$ cat src/rtl/shifter_arbiter.sv
// Two-requester round-robin front end sharing one SLL/SRL/SRA shifter,
// feeding a single-entry registered output slot with valid/ready backpressure.
module shifter_arbiter #(
  parameter int N = 32
) (
  input  logic                 clk,
  input  logic                 rst,
  input  logic                 req0_valid,
  output logic                 req0_ready,
  input  logic [N-1:0]         req0_in,
  input  logic [$clog2(N)-1:0] req0_shamt,
  input  logic [1:0]           req0_op,
  input  logic                 req1_valid,
  output logic                 req1_ready,
  input  logic [N-1:0]         req1_in,
  input  logic [$clog2(N)-1:0] req1_shamt,
  input  logic [1:0]           req1_op,
  output logic                 out_valid,
  input  logic                 out_ready,
  output logic [N-1:0]         out_data,
  output logic                 out_id
);
  localparam int SW = $clog2(N);

  typedef struct packed {
    logic [N-1:0]  data;
    logic [SW-1:0] shamt;
    logic [1:0]    op;
  } req_t;

  typedef enum logic {EMPTY = 1'b0, FULL = 1'b1} state_t;

  state_t       state;
  logic         last_grant;
  logic         can_accept, any_valid, grant, fire;
  req_t         r0, r1, sel;
  logic [N-1:0] result;

  assign r0 = '{data: req0_in, shamt: req0_shamt, op: req0_op};
  assign r1 = '{data: req1_in, shamt: req1_shamt, op: req1_op};

  assign out_valid  = (state == FULL);
  assign can_accept = !out_valid || out_ready;
  assign any_valid  = req0_valid || req1_valid;
  // Tie goes to whoever did not win last; otherwise the lone requester.
  assign grant      = (req0_valid && req1_valid) ? !last_grant : req1_valid;
  // Gating with rst keeps a request from being handshaken during the reset cycle.
  assign fire       = rst && can_accept && any_valid;
  assign req0_ready = fire && !grant;
  assign req1_ready = fire &&  grant;

  assign sel = grant ? r1 : r0;

  always_comb begin
    result = sel.data;
    unique case (sel.op)
      2'b00:   result = sel.data << sel.shamt;
      2'b01:   result = sel.data >> sel.shamt;
      2'b10:   result = N'($signed(sel.data) >>> sel.shamt);
      default: result = sel.data;
    endcase
  end

  always_ff @(posedge clk) begin
    if (!rst) begin
      state      <= EMPTY;
      out_data   <= '0;
      out_id     <= 1'b0;
      last_grant <= 1'b1;
    end else if (fire) begin
      state      <= FULL;
      out_data   <= result;
      out_id     <= grant;
      last_grant <= grant;
    end else if (out_ready) begin
      // Drained with nothing behind it; data/id keep their last value.
      state <= EMPTY;
    end
  end
endmodule
$ cat config.mk
export PLATFORM = sky130hd
export DESIGN_NAME = shifter_arbiter
export DESIGN_NICKNAME = d
export VERILOG_FILES = /design/src/rtl/shifter_arbiter.sv
export SDC_FILE = /design/constraint.sdc
export NUM_CORES = 1
export LEC_CHECK = 0
export CAP_MARGIN = 5
export CORE_MARGIN = 2
export CORE_UTILIZATION = 53
export CTS_BUF_LIST = sky130_fd_sc_hd__clkbuf_8 sky130_fd_sc_hd__clkbuf_16
export DETAILED_ROUTE_END_ITERATION = 8
export PLACE_DENSITY = 0.84
export SYNTH_ARGS = -nofsm -noshare
export SYNTH_HDL_FRONTEND = slang
export SYNTH_SLANG_ARGS = --single-unit
$ cat constraint.sdc
create_clock -name clk -period 4 [get_ports clk]
set_clock_uncertainty 0.05 [all_clocks]
set_input_delay 0.6 -clock clk [delete_from_list [all_inputs] [get_ports clk]]
set_output_delay 0.6 -clock clk [all_outputs]
set_load 0.05 [all_outputs]
== Yosys cells after proc, flatten, opt, wreduce, memory -nomap -nowiden ==
Index checks and enable logic that the tools add are counted.

* Register bits: 35

* Equality and inequality tests: 2
* Shifts and indexed selects: 3
* Mux-type cells: 5
* Reductions and logical operators: 12

{| class="wikitable"
|+ Operators by type and width
! operator !! count
|-
| $pmux W32 S3 || 1
|-
| $mux W39 || 1
|-
| $shl A32 B5 Y32 || 1
|-
| $shr A32 B5 Y32 || 1
|-
| $sshr A32 B5 Y32 || 1
|-
| $logic_and A1 B1 Y1 || 5
|-
| $logic_not A1 Y1 || 3
|-
| $mux W1 || 3
|-
| $eq A2 B1 Y1 const B || 1
|-
| $eq A2 B2 Y1 const B || 1
|-
| $logic_not A2 Y1 || 1
|-
| $logic_or A1 B1 Y1 || 2
|-
| $reduce_bool A2 Y1 || 1
|}

== Longest topological paths before layout ==
Gate-level depths: netlist of the first run.

* Depth after elaboration: 5
* Depth in mapped cells: 12
* Depth with buffers taken out: 7

== Least setup slack after synthesis of the first run ==
Ideal clock, no wire load.

* Path kind: input to output
* From: in req1_valid
* To: out req1_ready
* Arrival time: 2.482 ns
* Data required time: 3.350 ns
* Setup slack: 0.868 ns
* Stages on the path: 8
* Buffers on the path: 6
* Cell sequence: a21bo_1 -> buf_6 -> buf_4 -> buf_4 -> buf_2 -> buf_2 -> buf_2 -> nor2_1

* Longest elaborated chain between the ends: 3
* Elaborated cells on any way between the ends: 5
* Classes of those cells: mux (1); reduce/logical (4)

{| class="wikitable"
|+ RTL lines
! item !! line !! RTL
|-
| start, declared || 13 || <nowiki>input logic req1_valid,</nowiki>
|-
| $logic_and A1 B1 Y1 or $logic_or A1 B1 Y1 (tied branches) || 46, 44 ||
|-
| $mux W1 or $logic_and A1 B1 Y1 (tied branches) || 46, 48 ||
|-
| $logic_and A1 B1 Y1 * || 50 || <nowiki>assign req1_ready = fire && grant;</nowiki>
|-
| end, declared || 14 || <nowiki>output logic req1_ready,</nowiki>
|}

Mark *: on every way between the ends. The rest lies on a longest branch, timed or not.

== Worst setup path after layout of the first run ==
* From: in req0_valid
* To: reg out_data[29]

* Longest elaborated chain between the ends: 5
* Elaborated cells on any way between the ends: 12
* Classes of those cells: eq/ne (2); shift (3); mux (3); reduce/logical (4)

{| class="wikitable"
|+ RTL lines
! item !! line !! RTL
|-
| start, declared || 8 || <nowiki>input logic req0_valid,</nowiki>
|-
| $logic_and A1 B1 Y1 || 46 || <nowiki>assign grant = (req0_valid && req1_valid) ? !last_grant : req1_valid;</nowiki>
|-
| $mux W1 || 46 ||
|-
| $mux W39 || 52 || <nowiki>assign sel = grant ? r1 : r0;</nowiki>
|-
| $sshr A32 B5 Y32, or another cell as far along || 59 || <nowiki>2'b10: result = N'($signed(sel.data) >>> sel.shamt);</nowiki>
|-
| $pmux W32 S3 || 56 || <nowiki>unique case (sel.op)</nowiki>
|-
| end signal, assigned || 72 || <nowiki>out_data <= result;</nowiki>
|-
| end, declared || 20 || <nowiki>output logic [N-1:0] out_data,</nowiki>
|}

Parallel ways exist; a longest one is shown, timed or not.
A chain may end at the register's enable or synchronous reset.

==> results of run 1 <==
how the worst max path moves through the flow:
stage,endpoint,start,cells past startpoint,slack [ns]
3_3_place_gp,out_data[14],req0_valid,9,0.33
3_5_place_dp,out_data[14],req0_valid,9,0.31
4_1_cts,out_data[14],req0_valid,9,0.58
6_report,out_data[29],req0_valid,10,0.41
5_1_grt,out_data[24],req0_valid,8,0.34
2_1_floorplan,req1_ready,req1_valid,8,0.87
sequential cells by signal (all words and copies together) (netlist names):
name / flops
out_data: 32
out_valid: 1
out_id: 1
last_grant: 1
power breakdown:
part	total [mW]	internal, mW	switching [mW]
clock network	0.441	0.264	0.178
registers	0.427	0.393	0.0340
logic	1.85	0.670	1.18
cells by family (layout without fill, tap and decap cells):
kind of cell | after synthesis | count (layout) | share of synthesized area (%)
AND/OR/NAND/NOR | 277 | 277 | 15.8
buffers and inverters | 104 | 201 | 7.11
AO/OA/AOI/OAI | 329 | 329 | 28.3
XOR/XNOR | 2 | 2 | 0.219
flip-flops | 35 | 35 | 8.78
other | 0 | 1 | 0
multiplexers | 280 | 280 | 39.8
placed cells by master, fill, tap and decap left out, types with 7 or more instances in the layout:
master,instances
nand2_1,113
nor3_1,24
mux4_2,24
o21a_1,8
nand2b_1,9
a21oi_1,62
nor2_1,55
nand4_1,8
buf_12,11
clkdlybuf4s50_1,114
mux2i_1,202
dfxtp_1,35
a21boi_0,9
o22ai_1,8
nand3_1,29
o211ai_1,20
a31oi_1,26
a311oi_1,8
buf_4,65
a211oi_1,39
o31ai_1,12
o21ai_0,65
and3_1,7
mux2_2,48
metal layers:
metal,track usage [%],vias to the layer above
li1,-,4198
met5,0,-
met2,74.3,1010
met3,16.0,278
met4,30.6,0
met1,61.1,4688
worst reg2reg max path, stage by stage, from the launching register on:
cell and delay, ns:
dfxtp_1 0.49, a21bo_4 0.26, buf_12 0.23, mux2i_1 0.29
buf_4 0.28, a211oi_1 0.08, a211oi_1 0.68, o32ai_1 0.17
o211ai_1 0.40, a21oi_1 0.12
per-stage QoR:
stage	area (sq um)	utilization (%)	hold WS, ns	worst slack [ns]
after floorplan	7980	-	0.459	0.868
after global placement	9550	65.2	0.405	0.326
after detailed placement	9550	65.2	0.409	0.307
after CTS	9700	66.3	0.428	0.581
after global routing	9700	66.3	0.454	0.344
final	9710	66.3	0.429	0.413
cell type report:
class	count	area, sq um
Sequential cell	35	701
Clock inverter	1	3.75
Timing Repair Buffer	190	1850
Clock buffer	7	153
Fill cell	1243	4940
Tap cell	184	230
Multi-Input combinational cell	888	6760
Antenna cell	1	2.50
Inverter	3	11.3
==> results.cfg, run 1 <==
[clock_network]
clock_path_buffers = 2
worstSkewPairLatency_ns = 0.29
cts_tree = done
clkSlewWorstSetupHoldPaths_ns = 0.06
cts.sinks = 35
cts-hold-fix-buffers = 0
ctsResizeCount = 0
cts_buffers = 5
cts_setup_buffers = 0
htree_levels = 2
clock-root-buffer = clkbuf_16

[global_route]
grt_pass1_vias = 9461
overflow = 0
grt_pass1_wl_microns = 60200
grt_max_degree = 55
grt_usage_pct = 49.3
antenna_found_initial = 1

[yosys]
synth_top_flop_cell = dfxtp_1
yosys-top-cells-count = mux2i_1, nand2_1, o21ai_0
synth_edf_count = 0
synth_most_common_cell = mux2i_1
seq_area_frac_synth_pct = 8.78
synth_top_area_share_pct = 25.6
netlist_area_sq_um = 7980
ys_warn_count = 0
syn_nets = 1110
netlist-cell-type-count = 68
yosysTopAreaCell = mux2i_1
yosys_register_bits = 35
syn_avg_cell_area_sq_um = 7.77
async_flop_share_pct = 0
synthCells = 1027
synth_area_leaders = mux2i_1, dfxtp_1, mux2_2

[route]
dr.pass1.iters = 6
drt_iter0_markers = 1737
wl_per_cell_microns = 31.1
wirelength_met1_microns = 14200
vias = 10174
ant_nets = 0
met2_length_microns = 16800
wl_met3_microns = 6160
vias_per_cell = 7.77
drc = 0
totalWireLength_microns = 40700
highest_layer = met4

[critical_path]
crit_type = primary input to flop
cp_data_arrival_time_ns = 3.70
endpoint_kind = flop
critPathRequiredTime_ns = 4.12
path_cells = clkdlybuf4s50_1 -> a21bo_4 -> buf_12 -> mux2i_1 -> buf_4 -> a211oi_1 -> a211oi_1 -> o32ai_1 -> o211ai_1 -> a21oi_1
cpPeakStageDelay_ns = 0.68
worstPathBufferInverterCount = 3
ff2ff_path_depth = 9
ff2ff_setup_slack_ns = 0.82
crit_slowest_cell = a211oi_1
path_max_fanout = 32
rr_startpoint = last_grant
crit_top_cell = a211oi_1
cp-start-kind = primary input
r2r_end = out_data[29]
critPathTopFamily = compound AO/OA/AOI/OAI gates

[min_path]
hold_depth = 1
hp-class = flop to flop
hold_path_end = out_data[26]
worst_hold_startpoint = out_data[26]

[timing]
tightestPinTransition_ns = 0.934
setup_tns_ns = 0
min_period_ns = 3.59
setup-violations-final = 0
drv_slew = 0
fmax_ghz = 0.279
slew-limit-headroom_pct = 37.3
hold_viol_final = 0
period_share_pct = 89.7
grt_setup_unrepaired = no

[layout]
finalNonFillerCells = 1309
layout-drive-gt1-share_pct = 15.7
nets = 1206
area_growth_pct = 21.6

[power_and_ir_drop]
powerDensity_nw_per_um2 = 280
total_power_mw = 2.71
leakagePower_nw = 3.89
ir_worst_vdd_mv = 0.180

[floorplan]
die_area_sq_um = 16100
io_pins = 119
start_util_pct = 54.5
core_sq_um = 14600
rows = 44
die_x_microns = 127
dieHeight_microns = 127

[status]
status = finished, final reports clean

[placement]
io_buffer_count = 118
dp_cells = 1300
hpwl_microns = 30800
gp_congestion = 1.13

[run]
maxCapViolations = 0
Note: power is estimated with default switching activity, not from simulation.
==> run 2: changes to the inputs <==
Settings changed: ABC_AREA set to 1, PLACE_DENSITY 0.84 to 0.88.
Clock period 4 ns to 4.08 ns, I/O delays scaled along.
==> run 2 against run 1 <==
  * Via count fell by 14%
  * Sequential cell count stayed put
  * Core utilization grew 0.79 points
  * Worst hold slack worse by 0.014 ns
  * Count of clock-buffer cells in the layout down 1
  * Die area is 24% lower
  * Power fell by 16%
  * First-iteration DRC count decreased by 6.3%
  * Synthesized cell count rose by 16%
  * Critical path depth rose by 3
  * Final area fell by 24%
  * Critical endpoint is now out_data[31]
==> results.cfg, run 2 <==
[global_route]
grt_usage_pct = 46.7
antenna_found_initial = 0
grt_max_degree = 68
grt_pass1_wl_microns = 42600
overflow = 0
grt_pass1_vias = 7924

[timing]
fmax_ghz = 0.258
grt_setup_unrepaired = no
setup_ws_ns = 0.199
hold_viol_final = 0
tightestPinTransition_ns = 1.12
setup_tns_ns = 0
min_period_ns = 3.88
slew-limit-headroom_pct = 24.5
drv_slew = 0
period_share_pct = 95.1
setup-violations-final = 0
hold_ws_ns = 0.415

[clock_network]
clkSlewWorstSetupHoldPaths_ns = 0.05
cts_buffers = 5
ctsResizeCount = 0
cts_setup_buffers = 0
cts.sinks = 35
htree_levels = 2
cts-hold-fix-buffers = 0
clock-root-buffer = clkbuf_16
clock_path_buffers = 2
cts_tree = done
worstSkewPairLatency_ns = 0.28

[power_and_ir_drop]
powerDensity_nw_per_um2 = 312
ir_worst_vdd_mv = 0.310
leakagePower_nw = 3.77

[layout]
utilization_pct = 67.1
multi_input_area_sq_um = 4470
layout-drive-gt1-share_pct = 5.73
top_register = out_data
register_area_sq_um = 701
finalNonFillerCells = 1415
num-fill-cells = 1086
largest_register_ffs = 32
layout_commonest_cell = nand2_1
nets = 1358
area_growth_pct = 22.8
mostFrequentLayoutCells = nand2_1, nand3_1, clkdlybuf4s50_1, inv_1, a21oi_1
antenna_cells = 0

[placement]
dp_cells = 1408
hpwl_microns = 21400
gp_congestion = 1.20
place_ws_ns = 0.388
io_buffer_count = 118

[critical_path]
critPathRequiredTime_ns = 4.19
crit_type = primary input to flop
path_max_fanout = 45
cp-start-kind = primary input
cp_data_arrival_time_ns = 3.99
endpoint_kind = flop

[min_path]
hp-class = flop to flop

[yosys]
syn_nets = 1278
synth_most_common_cell = nand2_1
synth_top_area_share_pct = 30.3
synth_edf_count = 0
synth_area_leaders = nand2_1, nand3_1, dfxtp_1
synth_top_flop_cell = dfxtp_1
synthCells = 1195
syn_avg_cell_area_sq_um = 5.00
netlist-cell-type-count = 38
yosys-top-cells-count = nand2_1, nand3_1, inv_1
netlist_area_sq_um = 5970
yosys_register_bits = 35
ys_warn_count = 0
seq_area_frac_synth_pct = 11.7
async_flop_share_pct = 0
yosysTopAreaCell = nand2_1

[floorplan]
start_util_pct = 54.6
core_sq_um = 10900
die_x_microns = 110
io_pins = 119
dieHeight_microns = 110
die_area_sq_um = 12100
rows = 38

[run]
maxCapViolations = 0

[route]
vias = 8780
ant_nets = 0
drt_iter0_markers = 1628
vias_per_cell = 6.20
totalWireLength_microns = 28000
dr.pass1.iters = 7
wl_per_cell_microns = 19.8
drc = 0

[status]
status = finished, final reports clean
[run 2: cell count changes in the layout (fill, tap and decap cells not counted), sizes merged, moves of 48 or more]
cell and delta:
nand3 +244, nand2 +384, mux2 -48, mux2i -208, buf -50, inv +104
[run 2: path summary, 6_finish.rpt]
path	slack (ns)	start	cells after the start	endpoint
worst max-delay path	0.20	req0_valid	13	out_data[31]
worst min-delay path	0.42	out_data[25]	2	out_data[25]
worst max register to register	0.67	last_grant	12	out_data[31]
worst min register to register	0.42	out_data[25]	2	out_data[25]
[run 2: per-layer routing]
metal  GRT usage (%)  share of wire [%]
met5               0                  0
met4            31.7                8.4
met3            12.9                 14
met2            69.0                 41
met1            58.7                 37
[run 2: metrics by stage]
step	total power, mW	area (sq um)
floorplan	1.36	5970
global placement	1.82	7190
detailed placement	1.82	7190
CTS	2.21	7330
global route	2.40	7330
finish	2.29	7330
[run 2: kinds of logic after synthesis]
family | Yosys count | share of synthesized area [%]
DFF | 35 | 11.7
AOI/OAI and AO/OA | 141 | 12.8
buffers and inverters | 178 | 13.5
and+or+nand+nor | 841 | 62.0
[run 2: report_power, final]
part	switching [mW]	total, mW	internal (mW)
Clock	0.149	0.387	0.238
Combinational	1.04	1.51	0.462
Sequential	0.0188	0.394	0.375
[run 2: critical path, cell delays in order]
cell,delay (ns)
clkdlybuf4s50_1,0.46
nand2_4,0.28
nand2_8,0.23
o21ai_0,0.93
nand2_1,0.27
nand3_1,0.21
nand3_1,0.12
nand2_1,0.20
nand2_1,0.09
o211ai_1,0.11
nand2_1,0.08
o21bai_1,0.28
a21oi_1,0.10
[run 2: layout make-up]
class / instances / area share, %
Timing Repair Buffer: 142 / 19.5
Sequential cell: 35 / 9.55
Tap cell: 140 / 2.39
Multi-Input combinational cell: 982 / 61.0
Clock buffer: 6 / 1.89
Clock inverter: 1 / 0.0682
Inverter: 109 / 5.58
